--- src/rtl/branch_ctrl.sv ---
// EX-stage branch resolver: same-cycle accept once operands are ready, 1-cycle registered redirect/flush for taken branches.
// Stalls the front end while operands are pending; branch/taken statistics counters saturate.
module branch_ctrl #(
  parameter int XLEN  = 32,
  parameter int CNT_W = 16
) (
  input  logic             clk,
  input  logic             rst_n,
  input  logic             br_valid,
  input  logic             jump,
  input  logic [2:0]       br_funct3,
  input  logic             opnd_ready,
  input  logic             BrEq,
  input  logic             BrLt,
  input  logic [XLEN-1:0]  target,
  output logic             BrUn,
  output logic             stall,
  output logic             br_accept,
  output logic             illegal,
  output logic             pc_sel,
  output logic             flush,
  output logic [XLEN-1:0]  pc_target,
  input  logic             cnt_clr,
  output logic [CNT_W-1:0] cnt_branches,
  output logic [CNT_W-1:0] cnt_taken
);

  typedef enum logic [1:0] {IDLE, WAIT, REDIRECT} state_e;

  state_e            state_q, state_d;
  logic              taken, active, resolve, bad_f3, count_br;
  logic              pc_sel_q, flush_q;
  logic [XLEN-1:0]   pc_target_q, pc_target_d;
  logic [CNT_W-1:0]  cnt_br_q, cnt_br_d, cnt_tk_q, cnt_tk_d;

  localparam logic [CNT_W-1:0] ONE = {{(CNT_W-1){1'b0}}, 1'b1};

  always_comb begin
    taken = 1'b0;
    if (jump) begin
      taken = 1'b1;
    end else begin
      case (br_funct3)
        3'b000:         taken = BrEq;
        3'b001:         taken = ~BrEq;
        3'b100, 3'b110: taken = BrLt;
        3'b101, 3'b111: taken = ~BrLt;
        default:        taken = 1'b0;
      endcase
    end
  end

  // A branch seen during REDIRECT is on the wrong path and must not act at all.
  assign active    = br_valid & (state_q != REDIRECT);
  assign resolve   = active & opnd_ready;
  assign bad_f3    = (br_funct3[2:1] == 2'b01);
  assign count_br  = resolve & ~jump & ~bad_f3;

  assign BrUn      = br_funct3[1] & ~jump;
  assign stall     = active & ~opnd_ready;
  assign br_accept = resolve;
  assign illegal   = resolve & ~jump & bad_f3;

  always_comb begin
    state_d = state_q;
    case (state_q)
      IDLE, WAIT: begin
        if (!br_valid)       state_d = IDLE;
        else if (opnd_ready) state_d = taken ? REDIRECT : IDLE;
        else                 state_d = WAIT;
      end
      REDIRECT: state_d = IDLE;
      default:  state_d = IDLE;
    endcase
  end

  always_comb begin
    pc_target_d = pc_target_q;
    if (resolve && taken) pc_target_d = target;

    cnt_br_d = cnt_br_q;
    cnt_tk_d = cnt_tk_q;
    if (cnt_clr) begin
      cnt_br_d = '0;
      cnt_tk_d = '0;
    end else if (count_br) begin
      if (!(&cnt_br_q))           cnt_br_d = cnt_br_q + ONE;
      if (taken && !(&cnt_tk_q))  cnt_tk_d = cnt_tk_q + ONE;
    end
  end

  always_ff @(posedge clk or negedge rst_n) begin
    if (!rst_n) begin
      state_q     <= IDLE;
      pc_sel_q    <= 1'b0;
      flush_q     <= 1'b0;
      pc_target_q <= '0;
      cnt_br_q    <= '0;
      cnt_tk_q    <= '0;
    end else begin
      state_q     <= state_d;
      pc_sel_q    <= (state_d == REDIRECT);
      flush_q     <= (state_d == REDIRECT);
      pc_target_q <= pc_target_d;
      cnt_br_q    <= cnt_br_d;
      cnt_tk_q    <= cnt_tk_d;
    end
  end

  assign pc_sel       = pc_sel_q;
  assign flush        = flush_q;
  assign pc_target    = pc_target_q;
  assign cnt_branches = cnt_br_q;
  assign cnt_taken    = cnt_tk_q;

endmodule
--- config.mk ---
export PLATFORM = sky130hd
export DESIGN_NAME = branch_ctrl
export DESIGN_NICKNAME = d
export VERILOG_FILES = /design/src/rtl/branch_ctrl.sv
export SDC_FILE = /design/constraint.sdc
export NUM_CORES = 1
export LEC_CHECK = 0
export BUFFER_PORTS_ARGS = -buffer_cell sky130_fd_sc_hd__buf_2
export CORE_MARGIN = 5
export CORE_UTILIZATION = 31
export CTS_CLUSTER_DIAMETER = 80
export CTS_CLUSTER_SIZE = 24
export DETAILED_ROUTE_END_ITERATION = 7
export GPL_ROUTABILITY_DRIVEN = 0
export MAX_ROUTING_LAYER = met4
export PLACE_DENSITY_LB_ADDON = 0.12
export SLEW_MARGIN = 40
export SYNTH_ARGS = -nofsm -noshare
export SYNTH_HDL_FRONTEND = slang
export SYNTH_SLANG_ARGS = --single-unit
--- constraint.sdc ---
create_clock -name clk -period 2.95 [get_ports clk]
set_clock_uncertainty 0.05 [all_clocks]
set_input_delay 0 -clock clk [delete_from_list [all_inputs] [get_ports clk]]
set_output_delay 0 -clock clk [all_outputs]
set_load 0.005 [all_outputs]
[Word level (Yosys, flattened, before mapping)]
Cells that the tools add are included.
Cells by class
  eq/ne operators: 10
  $add $sub $neg: 2
  reductions and logical operators: 14
  bitwise operators: 12
  mux-type cells: 12
Operators by type and width (count)
  two-way mux 16 bit: 6
  adder 16 x 1 -> 16 bit (second input constant): 2
  AND reduction 16 bit: 2
  equality test 3 bit (second input constant): 4
  two-way mux 2 bit: 4
  bitwise AND 1 bit: 7
  OR reduction 2 bit: 3
  NOT 1 bit: 5
  equality test 2 x 1 -> 1 bit (second input constant): 2
  != test 2 bit (second input constant): 2
  one-hot mux 1 bit (4 select lines): 1
  AND reduction 2 bit: 2
  nonzero test 2 bit: 2
  equality test 3 x 1 -> 1 bit (second input constant): 1
  logical NOT 3 bit: 1
  equality test 2 bit (second input constant): 1
  logical AND 1 bit: 2
  logical NOT 2 bit: 1
  logical NOT 1 bit: 1
  two-way mux 1 bit: 1
Storage, ports and cells
  input port bits: 43
  output and inout port bits: 70
  register bits after elaboration: 67
  word-level logic and storage cells: 55

[Logic depth before layout (Yosys ltp)]
Gate-level depths: netlist of the first run.
  depth in word-level cells: 9
  mapped depth: 7

[Worst setup path before layout of the first run]
Ideal clock, no wire load.
  kind: reg-to-reg
  start point: reg state_q[1]
  end point: reg cnt_br_q[11], in the netlist cnt_branches[11]
  path buffers: 2
  arrival time: 2137 ps
  period minus slack after synthesis: 2312 ps
  path slack: 638 ps
  stages on the path, launching flop included: 8
  cells stage by stage: dfrtp_1 nor2b_4 or4b_1 buf_2 or3_1 buf_2 nor4_1 mux2_2
On the way
  longest elaborated chain between the ends: 7
Ends and longest elaborated chain
  start, declared: line 30  | state_e state_q, state_d;
  start signal, assigned: line 101  | state_q <= state_d;
  != test 2 bit: line 54  | assign active = br_valid & (state_q != REDIRECT);
  bitwise AND 1 bit: line 54
  bitwise AND 1 bit: line 55  | assign resolve = active & opnd_ready;
  bitwise AND 1 bit (2 in a row): line 57  | assign count_br = resolve & ~jump & ~bad_f3;
  nonzero test 2 bit (no source line)
  AND reduction 2 bit (no source line)
  end signal, assigned: line 105  | cnt_br_q <= cnt_br_d;
  end, declared: line 34  | logic [CNT_W-1:0] cnt_br_q, cnt_br_d, cnt_tk_q, cnt_tk_d;
No other way between the ends.
A chain may end at the register's enable or synchronous reset.

[Worst setup path in the final report of the first run]
Ends and elaborated chain as after synthesis.

==> results of run 1 <==
[per-layer routing]
layer  wire [um]  part of all wire [%]  track usage, %
met1        3491                    42           17.82
met2        4308                    52           23.83
met3         387                   4.7           3.436
met4         116                   1.4           6.245
met5           0                     0               -
[how the worst max path moves through the flow]
stage	cells past startpoint	slack (ns)	startpoint	end
2_1_floorplan	7	0.64	state_q[1]	cnt_branches[11]
3_3_place_gp	5	0.50	state_q[1]	cnt_branches[11]
3_5_place_dp	5	0.46	state_q[1]	cnt_branches[11]
4_1_cts	5	0.44	state_q[1]	cnt_branches[11]
5_1_grt	5	0.29	state_q[1]	cnt_branches[11]
6_report	5	0.46	state_q[1]	cnt_branches[11]
[power groups by stage]
| stage | combinational (W) | clock, W | sequential (W) |
|---|---|---|---|
| 6_report | 0.000368 | 0.000742 | 0.00107 |
| 5_1_grt | 0.000409 | 0.000811 | 0.00109 |
| 4_1_cts | 0.000378 | 0.000775 | 0.00107 |
| 3_5_place_dp | 0.000340 | 0 | 0.00109 |
| 3_3_place_gp | 0.000337 | 0 | 0.00109 |
| 2_1_floorplan | 0.000135 | 0 | 0.00110 |
[worst max-delay path: stages, from the launching register on]
cell     delay (ns)
dfrtp_1        0.42
nor2b_4        0.15
or4b_1         0.64
or3_1          0.52
nor4_1         0.23
mux2_2         0.36
[layout make-up]
| type | instances | area (um2) | area share [%] |
|---|---|---|---|
| clock inverters | 6 | 57.56 | 1.311 |
| inverters | 4 | 15.01 | 0.3420 |
| repair buffers | 153 | 973.4 | 22.17 |
| clock buffers | 9 | 123.9 | 2.821 |
| flip-flops and latches | 67 | 1677 | 38.19 |
| well taps | 133 | 166.4 | 3.790 |
| multi-input cells | 197 | 1378 | 31.38 |
[metrics by stage]
stage / utilization (%) / setup slack [ns] / instance area, um2
final: 44.92 / 0.4566 / 4390
after global routing: 44.92 / 0.2909 / 4390
after global placement: 39.35 / 0.5029 / 3846
after floorplan: - / 0.6381 / 3119
after detailed placement: 39.38 / 0.4638 / 3849
after CTS: 44.92 / 0.4434 / 4390
[placed cells by master (no fill, tap or decap), types with 3 or more instances in the layout]
| cell type | Yosys | routed |
|---|---|---|
| or3_1 | 7 | 7 |
| mux2_2 | 37 | 37 |
| clkinv_2 | 0 | 4 |
| buf_2 | 5 | 111 |
| clkbuf_8 | 0 | 9 |
| nor2_1 | 32 | 32 |
| nor2b_1 | 8 | 8 |
| mux2i_1 | 3 | 3 |
| buf_4 | 1 | 5 |
| a21oi_1 | 11 | 11 |
| xor2_1 | 4 | 4 |
| and3_1 | 5 | 5 |
| nand4_1 | 8 | 8 |
| inv_1 | 4 | 4 |
| nor4_1 | 7 | 7 |
| o21ai_0 | 6 | 6 |
| xnor2_1 | 8 | 8 |
| a31o_2 | 3 | 3 |
| nand2b_1 | 5 | 5 |
| nor3_1 | 8 | 7 |
| nand3_1 | 13 | 13 |
| dlygate4sd3_1 | 0 | 36 |
| dfrtp_1 | 67 | 67 |
| nand2_1 | 8 | 8 |
[cell families (layout without fill, tap and decap cells)]
group,count (synthesis),in the layout
adder cells (fa/ha/maj),2,2
XOR/XNOR,12,12
multiplexers,40,40
buffers and inverters,16,172
AO/OA/AOI/OAI,30,30
flip-flops,67,67
AND/OR/NAND/NOR,113,113
[flip-flops by register name (all words and copies together) (netlist names)]
name and cells:
pc_target 32, cnt_branches 16, cnt_taken 16, flush 1, state_q 2
==> impl_results.md, run 1 <==
* Area Overhead vs Synth at 40.75%
* Die width at 110.3 um
* Final setup TNS at 0 ns
* H-tree levels at 3
* Gr usage total at 14.78%
* CTS root buf: clkbuf_8
* Synth Area in Adders at 0.8022%
* Final hold vios at 0
* Ys async rst share at 100.0%
* Vias per cell at 4.703
* Postcts setup bufs at 0
* Vias in the first global route at 2,744
* Drt first pass iters at 4
* Min Clock Period, post-route at 2.493 ns
* Share of the synthesized area in the top cell type at 53.75%
* Area of the core at 9774 um2
* Hold_buf cts at 36
* Sw Share at 25.80%
* Drt initial violations at 66
* Layout Nets at 477
* Synthesis Warnings at 0
* Max_cap viols at 0
* Status: finished, final reports clean
* WS Path Type: reg -> reg
* Max Slew Vio Count at 0
* Post-Synth XOR/XNOR Area at 3.369%
* Worst slew pin tran at 0.7187 ns
* Initial antenna violation count at 0
* Largest net degree at the start of global routing at 40
* Critical R2R Launch: state_q[1]
* Top post-synthesis cells by count: 67 x dfrtp_1, 37 x mux2_2, 32 x nor2_1, 13 x nand3_1, 11 x a21oi_1
* Fraction of layout cells with a size suffix above 1 at 40.60%
* DP HPWL at 5637 um
* Simple-gate area share of the yosys netlist at 19.41%
* Post-synthesis cell type with the largest combined area: dfrtp_1
* TritonCTS Sinks at 67
* Largest cells by area after synthesis: dfrtp_1 54%, mux2_2 13%, nor2_1 3.9%, xnor2_1 2.2%, nand3_1 2.1%
* FF+latch count, synth at 67
* Design internal power at 0.001619 W
* Reg clk slew, reported paths at 0.07 ns
* GRT overflow at 0
* Crit path arrival time at 2.67 ns
* Achievable Freq at 0.4011 GHz
* Die Area at 12,170 um2
* DRT antenna net count at 0
* PortBufs at 112
* CTS buffer count at 9
* DIE HEIGHT at 110.3 um
* Mux cell area share after synthesis at 14.32%
* Worst Hold End: flush
* Switching pwr at 0.0005632 W
* Leakage at 2.029 nW
* Yosys cell types at 39
* Combinational power share at 16.8%
* Peak VDD IR at 0.2550 mV
* Slew headroom at 52.09%
* Total power at 0.002183 W
* Period utilization at 84.52%
* Hold Path Depth at 3
* Post-synth EDFFs at 0
* WHS at 0.03610 ns
* Post-CTS Resized at 0
* CTS Buffer Depth at 2
* Worst r2r dst: cnt_branches[11]
* Largest family of logic cells by synthesized area: simple AND/OR/NAND/NOR gates
* Crit. End Element: flop
* # diodes at 0
* Final cell count without fillers at 569
* Sequential share of power at 49.2%
* Clk pwr share at 34.0%
* Total number of vias at 2,676
* Seq/Total Area, Yosys at 53.75%
* Crit path launch type: flop
* PD cells at 497.1 nW/um2
* Ys flop type: dfrtp_1
* Number of fill cells at 954
* First-pass GRT wire length at 13,500 um
* Mapped cell area at 3119 um2
* Routed WL per cell at 14.59 um
* Row count at 36
* RSZ-0062 raised after global routing: no
* Synthesized instance count at 280
* Hold crit path type: in -> reg
* Clk_lat worst skew at 0.34 ns
* Initial Utilization at 31.91%
* Cell count of the worst reg-to-reg path at 5
* CTS tree: yes
* Worst R2R Setup Slack at 0.46 ns
* Io pins at 113
* Placed insts at 518
* CP Max Fanout at 9
* DRC at 0
* Count leader, synth: dfrtp_1
* Final WL at 8304 um
* Synth Area in Compound Gates at 6.097%
* Post-Syn Area per Cell at 11.14 um2
* Required time worst endpoint at 3.13 ns
* Min-Delay Startpoint: jump
* Syn Nets at 325
* # setup viols final at 0
Note: power is estimated with default switching activity, not from simulation.
==> run 2, diff against run 1 <==
clock period = 2.3 ns   (was 2.95 ns; I/O delays follow)
==> impl_results.md, run 2 (synthesized netlist as in run 1, its figures left out) <==
* Status: finished, final reports clean (unchanged)
* Worst slew pin tran at 0.7231 ns (was 0.7187 ns)
* GRT overflow at 0 (unchanged)
* WHS at 0.02636 ns (was 0.03610 ns)
* DRT antenna net count at 0 (unchanged)
* Slew headroom at 51.79% (was 52.09%)
* Total power at 0.002853 W (was 0.002183 W)
* Gr usage total at 14.28% (was 14.78%)
* Initial antenna violation count at 0 (unchanged)
* Largest net degree at the start of global routing at 40 (unchanged)
* Period utilization at 96.97% (was 84.52%)
* Peak VDD IR at 0.2847 mV (was 0.2550 mV)
* DP Worst Slack at 0.01290 ns (was 0.4638 ns)
* Vias in the first global route at 2,759 (was 2,744)
* Reg clk slew, reported paths at 0.07 ns (about the same)
* DP HPWL at 5867 um (was 5637 um)
* CTS tree: yes (unchanged)
* Crit. End Element: flop (unchanged)
* RSZ-0062 raised after global routing: no (unchanged)
* Die Area at 12,170 um2 (unchanged)
* Area of the core at 9774 um2 (unchanged)
* Routed WL per cell at 14.31 um (was 14.59 um)
* Worst R2R Setup Slack at 0.07 ns (was 0.46 ns)
* Max_cap viols at 0 (unchanged)
* Clk_lat worst skew at 0.34 ns (about the same)
* Required time worst endpoint at 2.46 ns (was 3.13 ns)
* Largest register FFs at 32 (unchanged)
* First-pass GRT wire length at 13,190 um (was 13,500 um)
* PD cells at 634.1 nW/um2 (was 497.1 nW/um2)
* Crit path launch type: flop (unchanged)
* Vias per cell at 4.707 (was 4.703)
* Leakage at 2.091 nW (was 2.029 nW)
* Drt initial violations at 117 (was 66)
* Crit path arrival time at 2.39 ns (was 2.67 ns)
* Final core occ at 46.03% (was 44.92%)
* Most frequent cells in the layout: 112 x buf_2, 67 x dfrtp_1, 37 x mux2_2 (was 111 x buf_2, 67 x dfrtp_1, 37 x mux2_2)
* Achievable Freq at 0.4484 GHz (was 0.4011 GHz)
* Min Clock Period, post-route at 2.230 ns (was 2.493 ns)
* Row count at 36 (unchanged)
* Layout Nets at 489 (was 477)
* WS Path Type: reg -> reg (unchanged)
* Initial Utilization at 31.91% (unchanged)
* Final WL at 8316 um (was 8304 um)
* CP Max Fanout at 8 (was 9)
* Max Slew Vio Count at 0 (unchanged)
* Die width at 110.3 um (unchanged)
* CTS buffer count at 9 (unchanged)
* H-tree levels at 3 (unchanged)
* Hold crit path type: in -> reg (unchanged)
* DRC at 0 (unchanged)
* Postcts setup bufs at 0 (unchanged)
* Final WS setup at 0.06966 ns (was 0.4566 ns)
* # setup viols final at 0 (unchanged)
* Fraction of layout cells with a size suffix above 1 at 42.63% (was 40.60%)
* Area Overhead vs Synth at 44.24% (was 40.75%)
* DIE HEIGHT at 110.3 um (unchanged)
* Final hold vios at 0 (unchanged)
* PortBufs at 112 (unchanged)
* CTS root buf: clkbuf_8 (unchanged)
* # diodes at 0 (unchanged)
* Io pins at 113 (unchanged)
* Commonest non-fill, non-tap cell in the layout: buf_2 (unchanged)
* CTS Buffer Depth at 2 (unchanged)
* TritonCTS Sinks at 67 (unchanged)
* Final setup TNS at 0 ns (unchanged)
* Drt first pass iters at 4 (unchanged)
* Total number of vias at 2,735 (was 2,676)
-- run 2: where the power goes --
part,total [W],switching [W],internal [W]
sequential,0.00137,0.0000591,0.00131
combinational,0.000481,0.000199,0.000282
clock,0.00100,0.000445,0.000554
-- run 2: through the flow --
step,area [um2],std cells
5_1_grt,4499,581
3_3_place_gp,3930,530
4_1_cts,4489,581
6_report,4499,581
3_5_place_dp,3930,530
2_1_floorplan,3126,280
-- run 2: final timing paths --
path                       depth (start not counted)         start                to
max                                                5    state_q[1]  cnt_branches[11]
min                                                3          jump             flush
max reg2reg                                        5    state_q[1]  cnt_branches[11]
min reg2reg                                        1  pc_target[9]      pc_target[9]
max in group asynchronous                          3         rst_n     pc_target[25]
min in group asynchronous                          2         rst_n      cnt_taken[7]
-- run 2: per-layer routing --
metal / vias up / global-route usage, % / share of wire, %
met5: - / - / 0
met4: 0 / 7.036 / 1.6
met3: 13 / 3.320 / 5.0
met2: 62 / 23.01 / 50
met1: 1328 / 16.82 / 43
li1: 1332 / - / -
-- run 2: worst max-delay path, stage by stage, from the launching register on --
cell and delay [ns]:
dfrtp_1 0.38, nor2b_4 0.14, or4b_1 0.55, or3_4 0.45, nor4_2 0.17, mux2_2 0.37
-- run 2: final cells by class --
| cell class | count | area, um2 |
|---|---|---|
| clock buffer | 13 | 158.9 |
| clock inverter | 2 | 35.03 |
| fill | 951 | 5275 |
| inverter | 4 | 15.01 |
| multi-input combinational | 197 | 1399 |
| sequential | 67 | 1677 |
| tap | 133 | 166.4 |
| timing repair buffer | 165 | 1049 |
-- run 2: timing repair --
item,in CTS,in global routing
endpoints found under the hold margin,55,0
resized for setup,1,2
endpoints found under the setup margin,1,3
hold buffers,36,0
pin swaps,0,0
==> run 3, diff against run 2 <==
clock period = 2.2 ns   (was 2.3 ns; I/O delays follow)
==> impl_results.md, run 3 (synthesized netlist as in run 1, its figures left out) <==
* CTS Buffer Depth at 2 (unchanged)
* Fraction of layout cells with a size suffix above 1 at 44.05% (was 42.63%)
* DRT antenna net count at 0 (unchanged)
* DIE HEIGHT at 110.3 um (unchanged)
* Gr usage total at 14.64% (was 14.28%)
* Slew headroom at 51.23% (was 51.79%)
* Vias in the first global route at 2,709 (was 2,759)
* CTS root buf: clkbuf_8 (unchanged)
* Crit path launch type: flop (unchanged)
* Row count at 36 (unchanged)
* Io pins at 113 (unchanged)
* First-pass GRT wire length at 13,410 um (was 13,190 um)
* Max_cap viols at 0 (unchanged)
* Total number of vias at 2,743 (was 2,735)
* Post-route design area at 4604 um2 (was 4499 um2)
* TritonCTS Sinks at 67 (unchanged)
* Status: finished, final reports clean (unchanged)
* H-tree levels at 3 (unchanged)
* Final cell count without fillers at 587 (was 581)
* PD cells at 674.6 nW/um2 (was 634.1 nW/um2)
* Area Overhead vs Synth at 47.61% (was 44.24%)
* PortBufs at 112 (unchanged)
* Min Clock Period, post-route at 2.133 ns (was 2.230 ns)
* Reg clk slew, reported paths at 0.08 ns (was 0.07 ns)
* Multi-input logic area at 1414 um2 (was 1399 um2)
* # diodes at 0 (unchanged)
* Area of the core at 9774 um2 (unchanged)
* Layout Nets at 494 (was 489)
* Number of fill cells at 936 (was 951)
* Leakage at 2.130 nW (was 2.091 nW)
* Worst slew pin tran at 0.7316 ns (was 0.7231 ns)
* Initial antenna violation count at 0 (unchanged)
* Peak VDD IR at 0.4005 mV (was 0.2847 mV)
* Largest net degree at the start of global routing at 44 (was 40)
* Sw Share at 25.58% (was 24.66%)
* # setup viols final at 0 (unchanged)
* Bufs and invs on worst path at 0 (unchanged)
* Drt first pass iters at 4 (unchanged)
* Sequential share of power at 46.2% (was 48.1%)
* Design internal power at 0.002311 W (was 0.002149 W)
* Drt initial violations at 59 (was 117)
* CTS tree: yes (unchanged)
* Hold crit path type: in -> reg (unchanged)
* Critical-path cell list: nor2b_4 > or4b_4 > or3_4 > or4_1 > a21oi_1 (was nor2b_4 > or4b_1 > or3_4 > nor4_2 > mux2_2)
* Initial Utilization at 31.91% (unchanged)
* Period utilization at 96.93% (was 96.97%)
* CP Max Fanout at 7 (was 8)
* Crit. End Element: flop (unchanged)
* Max Slew Vio Count at 0 (unchanged)
* Required time worst endpoint at 2.42 ns (was 2.46 ns)
* Final WL at 8488 um (was 8316 um)
* Cell family with most CP delay: simple AND/OR/NAND/NOR gates (unchanged)
* Clk pwr share at 37.4% (was 35.0%)
* Combinational power share at 16.4% (was 16.9%)
* Die Area at 12,170 um2 (unchanged)
* Clk_lat worst skew at 0.35 ns (was 0.34 ns)
* GRT overflow at 0 (unchanged)
* Largest register FFs at 32 (unchanged)
* DRC at 0 (unchanged)
* Sequential cell area at 1677 um2 (unchanged)
* WS Path Type: reg -> reg (unchanged)
* Crit-path slowest cell: or4b_4 (was or4b_1)
* Vias per cell at 4.673 (was 4.707)
* Placed Instance Area at 3985 um2 (was 3930 um2)
* Commonest non-fill, non-tap cell in the layout: buf_2 (unchanged)
* Switching pwr at 0.0007947 W (was 0.0007036 W)
* Die width at 110.3 um (unchanged)
* Crit path arrival time at 2.35 ns (was 2.39 ns)
* Most frequent cells in the layout: 112 x buf_2, 67 x dfrtp_1, 37 x mux2_2 (unchanged)
* DP HPWL at 5795 um (was 5867 um)
* Placed insts at 534 (was 530)
* Achievable Freq at 0.4689 GHz (was 0.4484 GHz)
* Routed WL per cell at 14.46 um (was 14.31 um)
* CP max stage delay at 0.51 ns (was 0.55 ns)
* Final hold vios at 0 (unchanged)
* CTS buffer count at 9 (unchanged)
-- run 3: power groups by stage --
stage / clock network (W) / logic, W / registers, W
3_5_place_dp: 0 / 0.000464 / 0.00146
2_1_floorplan: 0 / 0.000181 / 0.00148
5_1_grt: 0.00125 / 0.000563 / 0.00146
6_report: 0.00116 / 0.000509 / 0.00144
4_1_cts: 0.00119 / 0.000516 / 0.00144
3_3_place_gp: 0 / 0.000460 / 0.00146
-- run 3: area by class of cell --
type                       count  share of cell area (%)
timing repair buffer         170                   24.21
tap                          133                   3.614
multi-input combinational    197                   30.71
clock inverter                 6                   1.957
sequential                    67                   36.41
clock buffer                  10                   2.772
inverter                       4                  0.3261
-- run 3: final timing paths --
check,from,to,slack [ns],cells after the start
min in group asynchronous,rst_n,cnt_branches[5],0.13,2
max in group asynchronous,rst_n,pc_target[6],1.34,3
worst max register to register,state_q[1],cnt_branches[9],0.07,5
worst min register to register,pc_target[5],pc_target[5],0.45,1
worst min-delay path,jump,state_q[1],0.04,3
worst max-delay path,state_q[1],cnt_branches[9],0.07,5
-- run 3: what timing repair did --
action,4_1_cts,5_1_grt
setup endpoints to repair,3,4
endpoints found under the hold margin,59,0
hold buffers,36,0
gates resized for setup,2,5
buffers inserted,0,1
-- run 3: through the flow --
step                      power, W  utilization, %  setup WS [ns]   TNS (ns)  hold WS [ns]
after floorplan           0.001659               -       -0.06437    -0.1211       -0.3456
after global placement    0.001915           40.77        0.01934          0     -0.006162
after detailed placement  0.001924           40.77       -0.02779   -0.05113     -0.008003
after CTS                 0.003145           46.77        0.01441          0       0.02672
after global routing      0.003268           47.11      -0.002064  -0.002064       0.06106
final                     0.003106           47.11        0.06743          0       0.04350
-- run 3: tightest hold or removal path: stages --
cell     delay, ns
buf_2         0.12
nor2b_1       0.08
nor3_1        0.19
-- run 3: routing by layer --
metal	global-route usage, %	wire length, um
met1	18.16	3680
met2	22.83	4203
met3	3.786	483
met4	5.981	121
met5	-	0
